<file path="config.mk">
export PLATFORM = sky130hd
export DESIGN_NAME = vpu_wb_unit
export DESIGN_NICKNAME = d
export VERILOG_FILES = /design/src/rtl/vpu_pkg.sv /design/src/rtl/vpu_wb_fifo.sv /design/src/rtl/vpu_wb_unit.sv
export SDC_FILE = /design/constraint.sdc
export NUM_CORES = 1
export LEC_CHECK = 0
export CORE_ASPECT_RATIO = 0.9
export CORE_MARGIN = 1
export CORE_UTILIZATION = 50
export CTS_BUF_LIST = sky130_fd_sc_hd__clkbuf_8
export DETAILED_ROUTE_END_ITERATION = 8
export GPL_TIMING_DRIVEN = 0
export HOLD_SLACK_MARGIN = 0.12
export PLACE_DENSITY = 0.74
export REMOVE_ABC_BUFFERS = 1
export SLEW_MARGIN = 20
export SYNTH_ARGS = -nofsm -noshare
export SYNTH_HDL_FRONTEND = slang
export SYNTH_SLANG_ARGS = --single-unit
</file>
<file path="constraint.sdc">
create_clock -name clk -period 3.9 [get_ports clk]
set_input_delay 0.975 -clock clk [delete_from_list [all_inputs] [get_ports clk]]
set_output_delay 0.975 -clock clk [all_outputs]
set_load 0.005 [all_outputs]
</file>
<file path="src/rtl/vpu_pkg.sv">
// vpu_pkg: shared VPU constants and types.
//   DWIDTH_PER_EXEC : result width produced by one exec unit (multiple of 8)
//   VREG_ID_W       : vector-register index width
//   VPU_WB_DEPTH    : default writeback buffer depth (power of two, >= 2)
//   vpu_wb_entry_t  : buffered writeback entry {vreg_id, data}
package vpu_pkg;

    localparam int DWIDTH_PER_EXEC = 32;
    localparam int VREG_ID_W       = 5;
    localparam int VPU_WB_DEPTH    = 4;

    typedef struct packed {
        logic [VREG_ID_W-1:0]       vreg_id;
        logic [DWIDTH_PER_EXEC-1:0] data;
    } vpu_wb_entry_t;

endpackage

</file>
<file path="src/rtl/vpu_wb_fifo.sv">
// vpu_wb_fifo: generic synchronous FIFO, payload type T, DEPTH entries.
//   clk, rst_n : clock, asynchronous active-low reset
//   i_push     : write i_data (accepted when not full, or when full and popping)
//   i_pop      : advance head (ignored when empty)
//   o_data     : head entry, read straight from the storage registers
//   o_full     : DEPTH entries held
//   o_empty    : no entries held
module vpu_wb_fifo #(
    parameter int  DEPTH = 4,
    parameter type T     = logic [7:0]
) (
    input  logic clk,
    input  logic rst_n,
    input  logic i_push,
    input  T     i_data,
    input  logic i_pop,
    output T     o_data,
    output logic o_full,
    output logic o_empty
);

    localparam int            AW       = $clog2(DEPTH);
    localparam logic [AW:0]   FULL_CNT = DEPTH[AW:0];

    T              r_mem [DEPTH];
    logic [AW-1:0] r_wr_ptr;
    logic [AW-1:0] r_rd_ptr;
    logic [AW:0]   r_count;
    logic          w_do_push;
    logic          w_do_pop;

    assign o_full    = (r_count == FULL_CNT);
    assign o_empty   = (r_count == '0);
    assign w_do_pop  = i_pop & ~o_empty;
    // A full FIFO can still take a push when the head leaves in the same cycle.
    assign w_do_push = i_push & (~o_full | w_do_pop);
    assign o_data    = r_mem[r_rd_ptr];

    always_ff @(posedge clk or negedge rst_n) begin
        if (!rst_n) begin
            for (int i = 0; i < DEPTH; i++) begin
                r_mem[i] <= '0;
            end
            r_wr_ptr <= '0;
            r_rd_ptr <= '0;
            r_count  <= '0;
        end else begin
            if (w_do_push) begin
                r_mem[r_wr_ptr] <= i_data;
                r_wr_ptr        <= r_wr_ptr + 1'b1;
            end
            if (w_do_pop) begin
                r_rd_ptr <= r_rd_ptr + 1'b1;
            end
            case ({w_do_push, w_do_pop})
                2'b10:   r_count <= r_count + 1'b1;
                2'b01:   r_count <= r_count - 1'b1;
                default: r_count <= r_count;
            endcase
        end
    end

endmodule

</file>
<file path="src/rtl/vpu_wb_unit.sv">
// vpu_wb_unit: VPU writeback stage. Pairs issued destination tags with exec
// results in order, buffers them and writes them to the vector register file.
//   clk, rst_n       : clock, asynchronous active-low reset
//   issue_i/dst_id_i : op issued to exec unit with its destination register
//   issue_ready_o    : issue allowed (registered); issue while low is dropped
//   exec_done_i/exec_dout_i : exec unit done pulse and result
//   wb_valid_o/wb_ready_i/wb_addr_o/wb_data_o : register-file write port
//   busy_o           : ops in flight or results buffered
//   err_o            : sticky protocol error (issue while not ready, or done
//                      with no outstanding tag); cleared only by reset
// Build option VPU_WB_BYPASS_EN: an exec result arriving while the result
// buffer is empty is presented on the write port in the same cycle.
module vpu_wb_unit #(
    parameter int DWIDTH    = vpu_pkg::DWIDTH_PER_EXEC,
    parameter int VREG_ID_W = vpu_pkg::VREG_ID_W,
    parameter int DEPTH     = vpu_pkg::VPU_WB_DEPTH
) (
    input  logic                 clk,
    input  logic                 rst_n,
    input  logic                 issue_i,
    input  logic [VREG_ID_W-1:0] dst_id_i,
    output logic                 issue_ready_o,
    input  logic                 exec_done_i,
    input  logic [DWIDTH-1:0]    exec_dout_i,
    output logic                 wb_valid_o,
    input  logic                 wb_ready_i,
    output logic [VREG_ID_W-1:0] wb_addr_o,
    output logic [DWIDTH-1:0]    wb_data_o,
    output logic                 busy_o,
    output logic                 err_o
);

    import vpu_pkg::vpu_wb_entry_t;

    localparam int            CW        = $clog2(DEPTH) + 1;
    localparam logic [CW-1:0] DEPTH_CNT = DEPTH[CW-1:0];

    logic                 r_issue_ready;
    logic                 r_err;
    logic [CW-1:0]        r_inflight;
    logic [CW-1:0]        w_inflight_nxt;

    logic                 w_tag_full;
    logic                 w_tag_empty;
    logic [VREG_ID_W-1:0] w_tag_head;
    logic                 w_res_full;
    logic                 w_res_empty;
    vpu_wb_entry_t        w_res_head;
    vpu_wb_entry_t        w_res_in;

    logic                 w_issue_acc;
    logic                 w_done_ok;
    logic                 w_wr_fire;
    logic                 w_res_push;
    logic                 w_res_pop;

    assign w_issue_acc = issue_i & r_issue_ready & ~w_tag_full;
    assign w_done_ok   = exec_done_i & ~w_tag_empty;
    assign w_wr_fire   = wb_valid_o & wb_ready_i;
    assign w_res_pop   = w_wr_fire & ~w_res_empty;
    assign w_res_in    = '{vreg_id: w_tag_head, data: exec_dout_i};

`ifdef VPU_WB_BYPASS_EN
    // Bypass only from an empty buffer; a result arriving behind a draining
    // head enters the buffer and is written on the next cycle.
    logic w_bypass;
    assign w_bypass   = w_done_ok & w_res_empty;
    assign wb_valid_o = ~w_res_empty | w_bypass;
    assign wb_addr_o  = w_bypass ? w_tag_head  : w_res_head.vreg_id;
    assign wb_data_o  = w_bypass ? exec_dout_i : w_res_head.data;
    assign w_res_push = w_done_ok & ~(w_bypass & wb_ready_i);
`else
    assign wb_valid_o = ~w_res_empty;
    assign wb_addr_o  = w_res_head.vreg_id;
    assign wb_data_o  = w_res_head.data;
    assign w_res_push = w_done_ok;
`endif

    vpu_wb_fifo #(
        .DEPTH (DEPTH),
        .T     (logic [VREG_ID_W-1:0])
    ) u_tag_fifo (
        .clk     (clk),
        .rst_n   (rst_n),
        .i_push  (w_issue_acc),
        .i_data  (dst_id_i),
        .i_pop   (w_done_ok),
        .o_data  (w_tag_head),
        .o_full  (w_tag_full),
        .o_empty (w_tag_empty)
    );

    vpu_wb_fifo #(
        .DEPTH (DEPTH),
        .T     (vpu_wb_entry_t)
    ) u_res_fifo (
        .clk     (clk),
        .rst_n   (rst_n),
        .i_push  (w_res_push),
        .i_data  (w_res_in),
        .i_pop   (w_res_pop),
        .o_data  (w_res_head),
        .o_full  (w_res_full),
        .o_empty (w_res_empty)
    );

    always_comb begin
        w_inflight_nxt = r_inflight;
        if (w_issue_acc && !w_wr_fire) begin
            w_inflight_nxt = r_inflight + 1'b1;
        end else if (!w_issue_acc && w_wr_fire) begin
            w_inflight_nxt = r_inflight - 1'b1;
        end
    end

    // issue_ready is computed from the next in-flight count so it is exact
    // one cycle later; results buffered never exceed ops in flight.
    always_ff @(posedge clk or negedge rst_n) begin
        if (!rst_n) begin
            r_inflight    <= '0;
            r_issue_ready <= 1'b1;
            r_err         <= 1'b0;
        end else begin
            r_inflight    <= w_inflight_nxt;
            r_issue_ready <= (w_inflight_nxt < DEPTH_CNT);
            r_err         <= r_err
                           | (issue_i & ~r_issue_ready)
                           | (exec_done_i & w_tag_empty)
                           | (w_res_push & w_res_full & ~w_res_pop);
        end
    end

    assign issue_ready_o = r_issue_ready;
    assign err_o         = r_err;
    assign busy_o        = (r_inflight != '0);

endmodule
</file>
==> results of run 1 <==
## sequential cells by signal, summed over array words and instances, names as in the netlist
register,cells
u_res_fifo.r_rd_ptr,2
u_res_fifo.r_count,3
u_res_fifo.r_wr_ptr,2
r_inflight,3
u_tag_fifo.r_count,3
u_tag_fifo.r_mem,20
u_tag_fifo.r_wr_ptr,2
u_res_fifo.r_mem,148
err_o,1
issue_ready_o,1
u_tag_fifo.r_rd_ptr,2
## metrics by stage
step | utilization [%] | power, mW | setup WS [ns]
3_3_place_gp | 55.5 | 7.86 | -5.31
4_1_cts | 58.6 | 9.52 | 0.402
6_report | 58.6 | 9.41 | 0.477
5_1_grt | 58.6 | 9.99 | 0.332
2_1_floorplan | - | 6.42 | 0.665
3_5_place_dp | 56.1 | 8.10 | 0.355
## cells by family after synthesis
| family | Yosys count |
|---|---|
| muxes | 212 |
| DFF | 187 |
| buffers and inverters | 41 |
| and+or+nand+nor | 27 |
| adders and majority gates | 17 |
| xor gates and xnor gates | 14 |
| AOI/OAI and AO/OA | 9 |
## report_power, final
group | total, mW | internal, mW | leakage (nW) | switching (mW)
sequential | 3.62 | 2.94 | 2.22 | 0.680
combinational | 4.41 | 2.98 | 2.32 | 1.43
clock | 1.38 | 0.720 | 0.227 | 0.664
## area by class of cell
type	instances	share of cell area, %
Sequential cell	187	45.4
Multi-Input combinational cell	279	37.9
Timing Repair Buffer	86	8.92
Clock buffer	22	2.93
Tap cell	240	2.91
Clock inverter	10	1.33
Inverter	16	0.581
Antenna cell	1	0.0242
## worst max-delay path, cell delays in order, from the launching register on
cell             delay (ns)
dfrtp_4                0.68
buf_12                 0.28
mux4_2                 0.52
clkdlybuf4s50_1        0.51
## placed cells by master (no fill, tap or decap), types with 3 or more instances in the layout
cell,instances
dfrtp_1,184
mux2_4,120
clkdlybuf4s50_1,81
mux2_2,49
mux4_2,42
clkbuf_8,22
inv_1,17
ha_1,15
nand2_1,7
xor2_1,7
xnor2_1,7
nand3_4,4
nand3_1,4
o21ai_0,3
nor2_1,3
bufinv_16,3
## layer usage
layer  GRT usage, %  up-vias
li1               -     1998
met1           25.8     2434
met2           32.8       79
met3           5.32       15
met4           5.82        0
met5              0        -
## worst paths after layout
path / end / slack (ns) / depth (start not counted)
setup / recovery: wb_data_o[14] / 0.48 / 3
hold / removal: u_res_fifo.r_mem[30] / 0.37 / 1
setup reg to reg: u_res_fifo.r_count[2] / 1.42 / 9
hold reg to reg: issue_ready_o / 0.48 / 1
max in group asynchronous: issue_ready_o / 2.45 / 3
min in group clk: issue_ready_o / 0.48 / 1
==> run metrics, run 1 <==
CTS Buffer Depth=2; most common cell in the netlist=dfrtp_1; RSZ-0062 raised after global routing=false; Setup Fix Bufs, Post-CTS=0; area of the multi-input gates=3920 µm²; antenna-violating nets left=0; vias in the first global route=5176; FMAX=0.292 GHz; largest family of logic cells by synthesized area=multiplexers; number of I/O port buffers=82; Cell variety after synth=35; Top Metal Used=met4; clock skew=0.0127 ns; Post-synth ARST share=100%; Initial Util=50.9%; Main synth FF type=dfrtp_1; worst rel slew slack=41.8%; Cells after Synth=507; vias per cell=5.38; Root Driver=clkbuf_8; status=finished, final reports clean; #FFs+latches synth=187; register area=4690 µm²; minimum hold slack=0.369 ns; fraction of layout cells with a size suffix above 1=42.8%; worst-skew pair later-pin latency=0.46 ns; largest net degree at the start of global routing=91; compound-gate portion of the synthesized area=0.656%; Die Y=129 µm; Setup TNS Final=0 ns; Tmin final=3.42 ns; initial antenna violation count=1; number of synthesized flops with an enable pin=0; nature of the critical path endpoint=primary output; Seq/Total Area, Yosys=52.2%; Sink Count=187; multiplexer share of the synthesized area=36.9%; post-route cell area=10300 µm²; Setup CP Type=reg2out; met2 wire len=8.26 mm; Resize count post-CTS=0; Final HPWL DP=10.4 mm; Wirelength per Cell=19.9 µm; HP Class=in2async; DR pass1 iterations=4; endpoints failing hold=0; core box area=17600 µm²; Final period util=87.8%; largest cells by area after synthesis=dfrtp_1 (52%), mux2_4 (20%), mux4_2 (11%), mux2_2 (6.2%), buf_12 (2.7%); row cnt=46; DR vias=4526; routed wl met3=864 µm; die width=143 µm; Placed Area=9890 µm²; Syn-to-layout area delta=15.2%; Critical R2R Launch=u_res_fifo.r_count[1]; placed cells=808; Leakage=4.77 nW; Tot GR Track Use=19.8%; xor-xnor portion of the synthesized cell area=1.37%; fill count=1321; Pins Over Slew Limit=0; final setup vio count=0; Post-Syn Area=8970 µm²; CP startpoint=u_res_fifo.r_rd_ptr[0]; CTS clk-pin slew, worst paths=0.10 ns; first-pass GRT wire length=27.5 mm; Synth Area in Simple Gates=2.23%; H-tree levels=4; CTS tree=built; maximum fanout along the worst path=23; area leader, netlist=dfrtp_1; VDD IR-drop max=438 µV; Syn. warnings=0; nets=646; Avg Inst Size Synth=17.7 µm²; Final Wtd Congestion=0.692; Worst Path Required=2.92 ns; final WL=16.7 mm; drt drc=0; die area=18500 µm²; GRT overflow=0; Metal-1 WL=7.41 mm; Starting DRT DRC Count=253; TritonCTS Buffers=17; arrival time of the worst setup path=2.45 ns; Post-Synth Adder-Cell Area=2.54%; worst slew pin tran=0.873 ns; Max Cap Viol=0; pwr dens=911 nW/µm²; Ports=83; non-filler instance count after layout=841; Critical Path Source Type=flop; Synth top area share=51.9%; hold buffer count at cts=0; Synth top cells by count=dfrtp_1 (186), mux2_4 (120), mux2_2 (49), mux4_2 (42), inv_1 (16)
(Power assumes the default switching activity.)
==> inputs of run 2 (changes only) <==
Settings changed: CORE_UTILIZATION 50 to 30, GPL_TIMING_DRIVEN 0 to default, PLACE_DENSITY 0.74 to 0.5.
==> run 2 against run 1 <==
Effect of this change:
- worst hold slack better by 0.095 ns
- total power is 0.73% higher
- sequential cell count stayed put
- clock-buffer cell count is 4 lower
- largest cell class unchanged
- register-to-register slack hardly changed
- global-route usage is 6.6 points lower
- die area is 66% higher
- first-iteration DRC count is 39% lower
- non-clock buffer count is 6 higher
==> run metrics, run 2 (synthesis gave the netlist of run 1 again) <==
CP bufs+invs=2 (unchanged); Max Cap Viol=0 (unchanged); GR Layer Usage met1=18.0% (-7.8 points); GRT overflow=0 (unchanged); vias in the first global route=5278 (+2.0%); Sw Pwr=2.92 mW (+5.5%); Syn-to-layout area delta=17.5%; Critical Path Source Type=flop; Reg power frac=37.5% (-1.0 points); worst slew pin tran=0.804 ns (-0.0690 ns); CTS tree=built; arrival time of the worst setup path=2.35 ns (-0.10 ns); max incr delay on CP=0.58 ns (-0.10 ns); Leakage=4.77 nW (about the same); grt met3 use=3.42% (-1.9 points); Worst Path Required=2.92 ns (about the same); setup slack, reg-to-reg=1.43 ns (about the same); FF-to-FF path depth=9 (unchanged); non-filler instance count after layout=1001 (+19%); CTS Buffer Depth=2 (unchanged); DR pass1 iterations=4 (unchanged); Placed Area=10100 µm² (+2.3%); r2r endpoint=u_res_fifo.r_count[2]; antenna-violating nets left=0 (unchanged); Setup WS post-layout=0.570 ns (+0.0934 ns); final setup vio count=0 (unchanged); Setup Fix Bufs, Post-CTS=0 (unchanged); initial antenna violation count=0 (-1); Resize count post-CTS=0 (unchanged); grt met2 use=21.0% (-12 points); die width=184 µm (+29%); H-tree levels=4 (unchanged); final WL=19.1 mm (+14%); HP Class=in2async; CP top delay family=buffers and inverters; Net Sw Frac=30.8% (+1.4 points); Die Y=166 µm (+29%); most common cell after layout, fill and taps aside=dfrtp_1; crit-path cells=buf_4, mux4_2, clkdlybuf4s50_1; clock share of power=14.7% (about the same); Logic pwr share=47.8% (+1.0 points); worst rel slew slack=46.4% (+4.6 points); Setup TNS Final=0 ns (unchanged); commonest cells after routing, fill and taps aside=dfrtp_1 (184), mux2_4 (120), clkdlybuf4s50_1 (81), mux2_2 (49), mux4_2 (42); nature of the critical path endpoint=primary output; pwr dens=900 nW/µm² (-1.2%); CTS clk-pin slew, worst paths=0.10 ns (about the same); core box area=29200 µm² (+66%); nets=652 (+0.93%); P_int=6.56 mW (-1.2%); Setup CP Type=reg2out; hold buffer count at cts=0 (unchanged); FMAX=0.300 GHz (+2.8%); number of I/O port buffers=82 (unchanged); TritonCTS Buffers=17 (unchanged); post-route cell area=10500 µm² (+2.0%); Sink Count=187 (unchanged); VDD IR-drop max=298 µV (-32%); Tmin final=3.33 ns (-0.0934 ns); Pins Over Slew Limit=0 (unchanged); most flop-heavy register=u_res_fifo.r_mem; Final period util=85.4% (-2.4 points); vias per cell=4.56 (-15%); total inserted antenna cells=0 (-1); maximum fanout along the worst path=22 (-4.3%); first-pass GRT wire length=30.7 mm (+12%); clock skew=0.0145 ns (+0.00187 ns); die area=30600 µm² (+66%); Finished Core Util=36.1% (-23 points); minimum hold slack=0.464 ns (+0.0948 ns); row cnt=59 (+28%); placed cells=970 (+20%); status=finished, final reports clean; Final Wtd Congestion=0.697 (+0.69%); DR vias=4560 (+0.75%); RSZ-0062 raised after global routing=false; Max stage delay cell, worst path=mux4_2; largest net degree at the start of global routing=73 (-20%); Starting DRT DRC Count=155 (-39%); Wirelength per Cell=19.0 µm (-4.3%); Root Driver=clkbuf_8; Initial Util=30.8% (-20 points); worst-skew pair later-pin latency=0.47 ns (about the same); Most Crowded Layer GR=met2; Tot GR Track Use=13.2% (-6.6 points); Ports=83 (unchanged); fraction of layout cells with a size suffix above 1=43.3% (+0.47 points); Critical R2R Launch=u_res_fifo.r_count[0]; endpoints failing hold=0 (unchanged); max FFs per register=148 (unchanged); drt drc=0 (unchanged); Final HPWL DP=11.9 mm (+14%); Design Power=9.48 mW (+0.73%); Regs by FF count=u_res_fifo.r_mem x148, u_tag_fifo.r_mem x20; dpl ws=0.482 ns (+0.127 ns)
## run 2: final cells by class
cell class / count / area, µm²
multi-input combinational: 279 / 3920
fill: 2744 / 18600
clock buffer: 18 / 248
timing repair buffer: 92 / 960
clock inverter: 13 / 168
tap: 396 / 495
sequential: 187 / 4680
inverter: 16 / 60.1
## run 2: layer usage
layer / routed length, µm / part of all wire, %
met2: 9020 / 47
met1: 9170 / 48
met5: 0 / 0
met3: 696 / 3.7
met4: 175 / 0.92
## run 2: worst max path at each step
stage	slack (ns)	startpoint	cells after the start	endpoint
final	0.57	u_res_fifo.r_rd_ptr[0]	3	wb_data_o[3]
after CTS	0.47	u_res_fifo.r_rd_ptr[0]	3	wb_data_o[3]
after floorplan	0.66	u_res_fifo.r_rd_ptr[0]	1	wb_addr_o[0]
after global routing	0.39	u_res_fifo.r_rd_ptr[0]	3	wb_data_o[3]
after detailed placement	0.48	wb_ready_i	10	u_res_fifo.r_count[2]
after global placement	0.50	wb_ready_i	10	u_res_fifo.r_count[2]
## run 2: power groups by stage
stage	Clock (mW)	Combinational (mW)	Sequential, mW
finish	1.39	4.54	3.56
global route	1.52	4.89	3.69
CTS	1.44	4.64	3.56
floorplan	0	2.95	3.48
detailed placement	0	4.61	3.59
global placement	0	4.50	3.50
==> inputs of run 3 (changes only) <==
Settings changed: DONT_BUFFER_PORTS from default to 1, PLACE_DENSITY 0.5 to default, SLEW_MARGIN 20 to 10.
==> run 3 against run 2 <==
Effect of this change:
- sequential share of layout area rose by 4.5 points
- total power fell by 10%
- maximum frequency rose by 6.5%
- utilization fell by 3.3 points
- worst setup slack improved by 0.20 ns
- sequential power rose by 1%
- sequential cell count did not move
- via count fell by 5.6%
- routed wire length fell by 5.3%
==> run metrics, run 3 (synthesis gave the netlist of run 1 again) <==
status=finished, final reports clean; Wirelength per Cell=19.8 µm (+3.8%); Root Driver=clkbuf_8; endpoints failing hold=0 (unchanged); DR pass1 iterations=4 (unchanged); number of I/O port buffers=0 (-100%); Ports=83 (unchanged); drt drc=0 (unchanged); RSZ-0062 raised after global routing=false; Initial Util=30.8% (unchanged); max FFs per register=148 (unchanged); VDD IR-drop max=300 µV (+0.92%); crit-path cells=buf_12, mux4_2; worst-skew pair later-pin latency=0.48 ns (about the same); hold buffer count at cts=0 (unchanged); CTS tree=built; Max Cap Viol=0 (unchanged); DR vias=4306 (-5.6%); Critical Path Source Type=flop; vias per cell=4.72 (+3.5%); clock skew=0.0155 ns (+0.000946 ns); core box area=29200 µm² (unchanged); arrival time of the worst setup path=2.15 ns (-0.20 ns); die area=30600 µm² (unchanged); Critical R2R Launch=u_tag_fifo.r_count[0]; Starting DRT DRC Count=115 (-26%); HP Class=in2async; Design Power=8.49 mW (-10%); Tot GR Track Use=12.4% (-0.77 points); maximum fanout along the worst path=25 (+14%); commonest cells after routing, fill and taps aside=dfrtp_1 (184), mux2_4 (120), mux2_2 (49), mux4_2 (42), clkbuf_8 (17); FF-to-FF path depth=3 (-6); register area=4680 µm² (unchanged); Regs by FF count=u_res_fifo.r_mem x148, u_tag_fifo.r_mem x20; worst rel slew slack=39.7% (-6.7 points); worst slew pin tran=0.905 ns (+0.101 ns); area of the multi-input gates=3920 µm² (unchanged); initial antenna violation count=0 (unchanged); Final HPWL DP=11.1 mm (-6.1%); Tmin final=3.13 ns (-0.204 ns); Sink Count=187 (unchanged); Setup Fix Bufs, Post-CTS=0 (unchanged); first-pass GRT wire length=28.9 mm (-5.8%); nature of the critical path endpoint=primary output; die width=184 µm (unchanged); pwr dens=888 nW/µm² (-1.3%); final setup vio count=0 (unchanged); Max stage delay cell, worst path=dfrtp_2; row cnt=59 (unchanged); most flop-heavy register=u_res_fifo.r_mem; Pins Over Slew Limit=0 (unchanged); vias in the first global route=4892 (-7.3%); fill count=2776 (+1.2%); CP bufs+invs=1 (-1); TritonCTS Buffers=17 (unchanged); total inserted antenna cells=0 (unchanged); Setup CP Type=reg2out; antenna-violating nets left=0 (unchanged); Syn-to-layout area delta=6.60%; Final period util=80.1% (-5.2 points); CP top delay family=flip-flops; H-tree levels=4 (unchanged); Die Y=166 µm (unchanged); nets=563 (-14%); r2r endpoint=u_res_fifo.r_mem[139]; Final Wtd Congestion=0.700 (+0.40%); Leakage=4.38 nW (-8.4%); Worst Path Required=2.92 ns (about the same); FMAX=0.320 GHz (+6.5%); setup slack, reg-to-reg=1.43 ns (about the same); Resize count post-CTS=0 (unchanged); CTS Buffer Depth=2 (unchanged); most common cell after layout, fill and taps aside=dfrtp_1; GRT overflow=0 (unchanged); max incr delay on CP=0.75 ns (+0.17 ns); Setup TNS Final=0 ns (unchanged); fraction of layout cells with a size suffix above 1=49.5% (+6.2 points); CTS clk-pin slew, worst paths=0.11 ns (about the same); largest net degree at the start of global routing=188 (+160%); final WL=18.0 mm (-5.3%)
==> run 3: cell count changes in the layout (fill, tap and decap cells not counted), sizes merged <==
| cell | before | now |
|---|---|---|
| buf | 11 | 3 |
| inv | 21 | 23 |
| bufinv | 3 | 0 |
| clkbuf | 18 | 17 |
| clkinv | 2 | 5 |
| clkdlybuf4s50 | 81 | 0 |
==> run 3: area by class of cell <==
class | instances | share of cell area, %
Sequential cell | 187 | 49.0
Clock inverter | 15 | 1.39
Timing Repair Buffer | 3 | 0.366
Clock buffer | 17 | 2.45
Inverter | 16 | 0.628
Tap cell | 396 | 5.18
Multi-Input combinational cell | 279 | 41.0
==> run 3: metrics by stage <==
step	util, %	cell area (µm²)	cells	hold WS [ns]	setup WS, ns
3_5_place_dp	31.5	9190	881	0.456	0.875
2_1_floorplan	-	8660	482	0.439	0.665
3_3_place_gp	31.5	9190	881	0.456	0.947
6_report	32.8	9560	913	0.190	0.774
5_1_grt	32.8	9560	913	0.135	0.593
4_1_cts	32.8	9560	913	0.136	0.662
==> run 3: power breakdown <==
group | leakage [nW] | internal [mW] | switching (mW)
Combinational | 1.97 | 2.29 | 1.36
Sequential | 2.22 | 2.94 | 0.664
Clock | 0.180 | 0.464 | 0.777
Total | 4.38 | 5.69 | 2.80
==> run 3: per-layer routing <==
metal  part of all wire, %  vias up  GRT usage (%)
met2                    50       79           20.8
met4                   1.2        0           3.19
met1                    43     2367           15.4
li1                      -     1846              -
met3                   6.3       14           4.04
met5                     0        -              0
==> run 3: worst max-delay path by stage <==
stage	start	end	slack (ns)	depth (start not counted)
after floorplan	u_res_fifo.r_rd_ptr[0]	wb_addr_o[0]	0.66	1
after global placement	exec_done_i	u_res_fifo.r_mem[89]	0.95	3
after detailed placement	exec_done_i	u_res_fifo.r_mem[129]	0.87	3
after CTS	u_res_fifo.r_rd_ptr[0]	wb_data_o[20]	0.66	2
after global routing	u_res_fifo.r_rd_ptr[0]	wb_data_o[20]	0.59	2
final	u_res_fifo.r_rd_ptr[0]	wb_data_o[7]	0.77	2
==> run 3: worst register-to-register path, cell delays in order (launching register included) <==
cell and delay (ns):
dfrtp_1 0.44, o31a_1 0.55, nand3_4 0.78, mux2_4 0.59
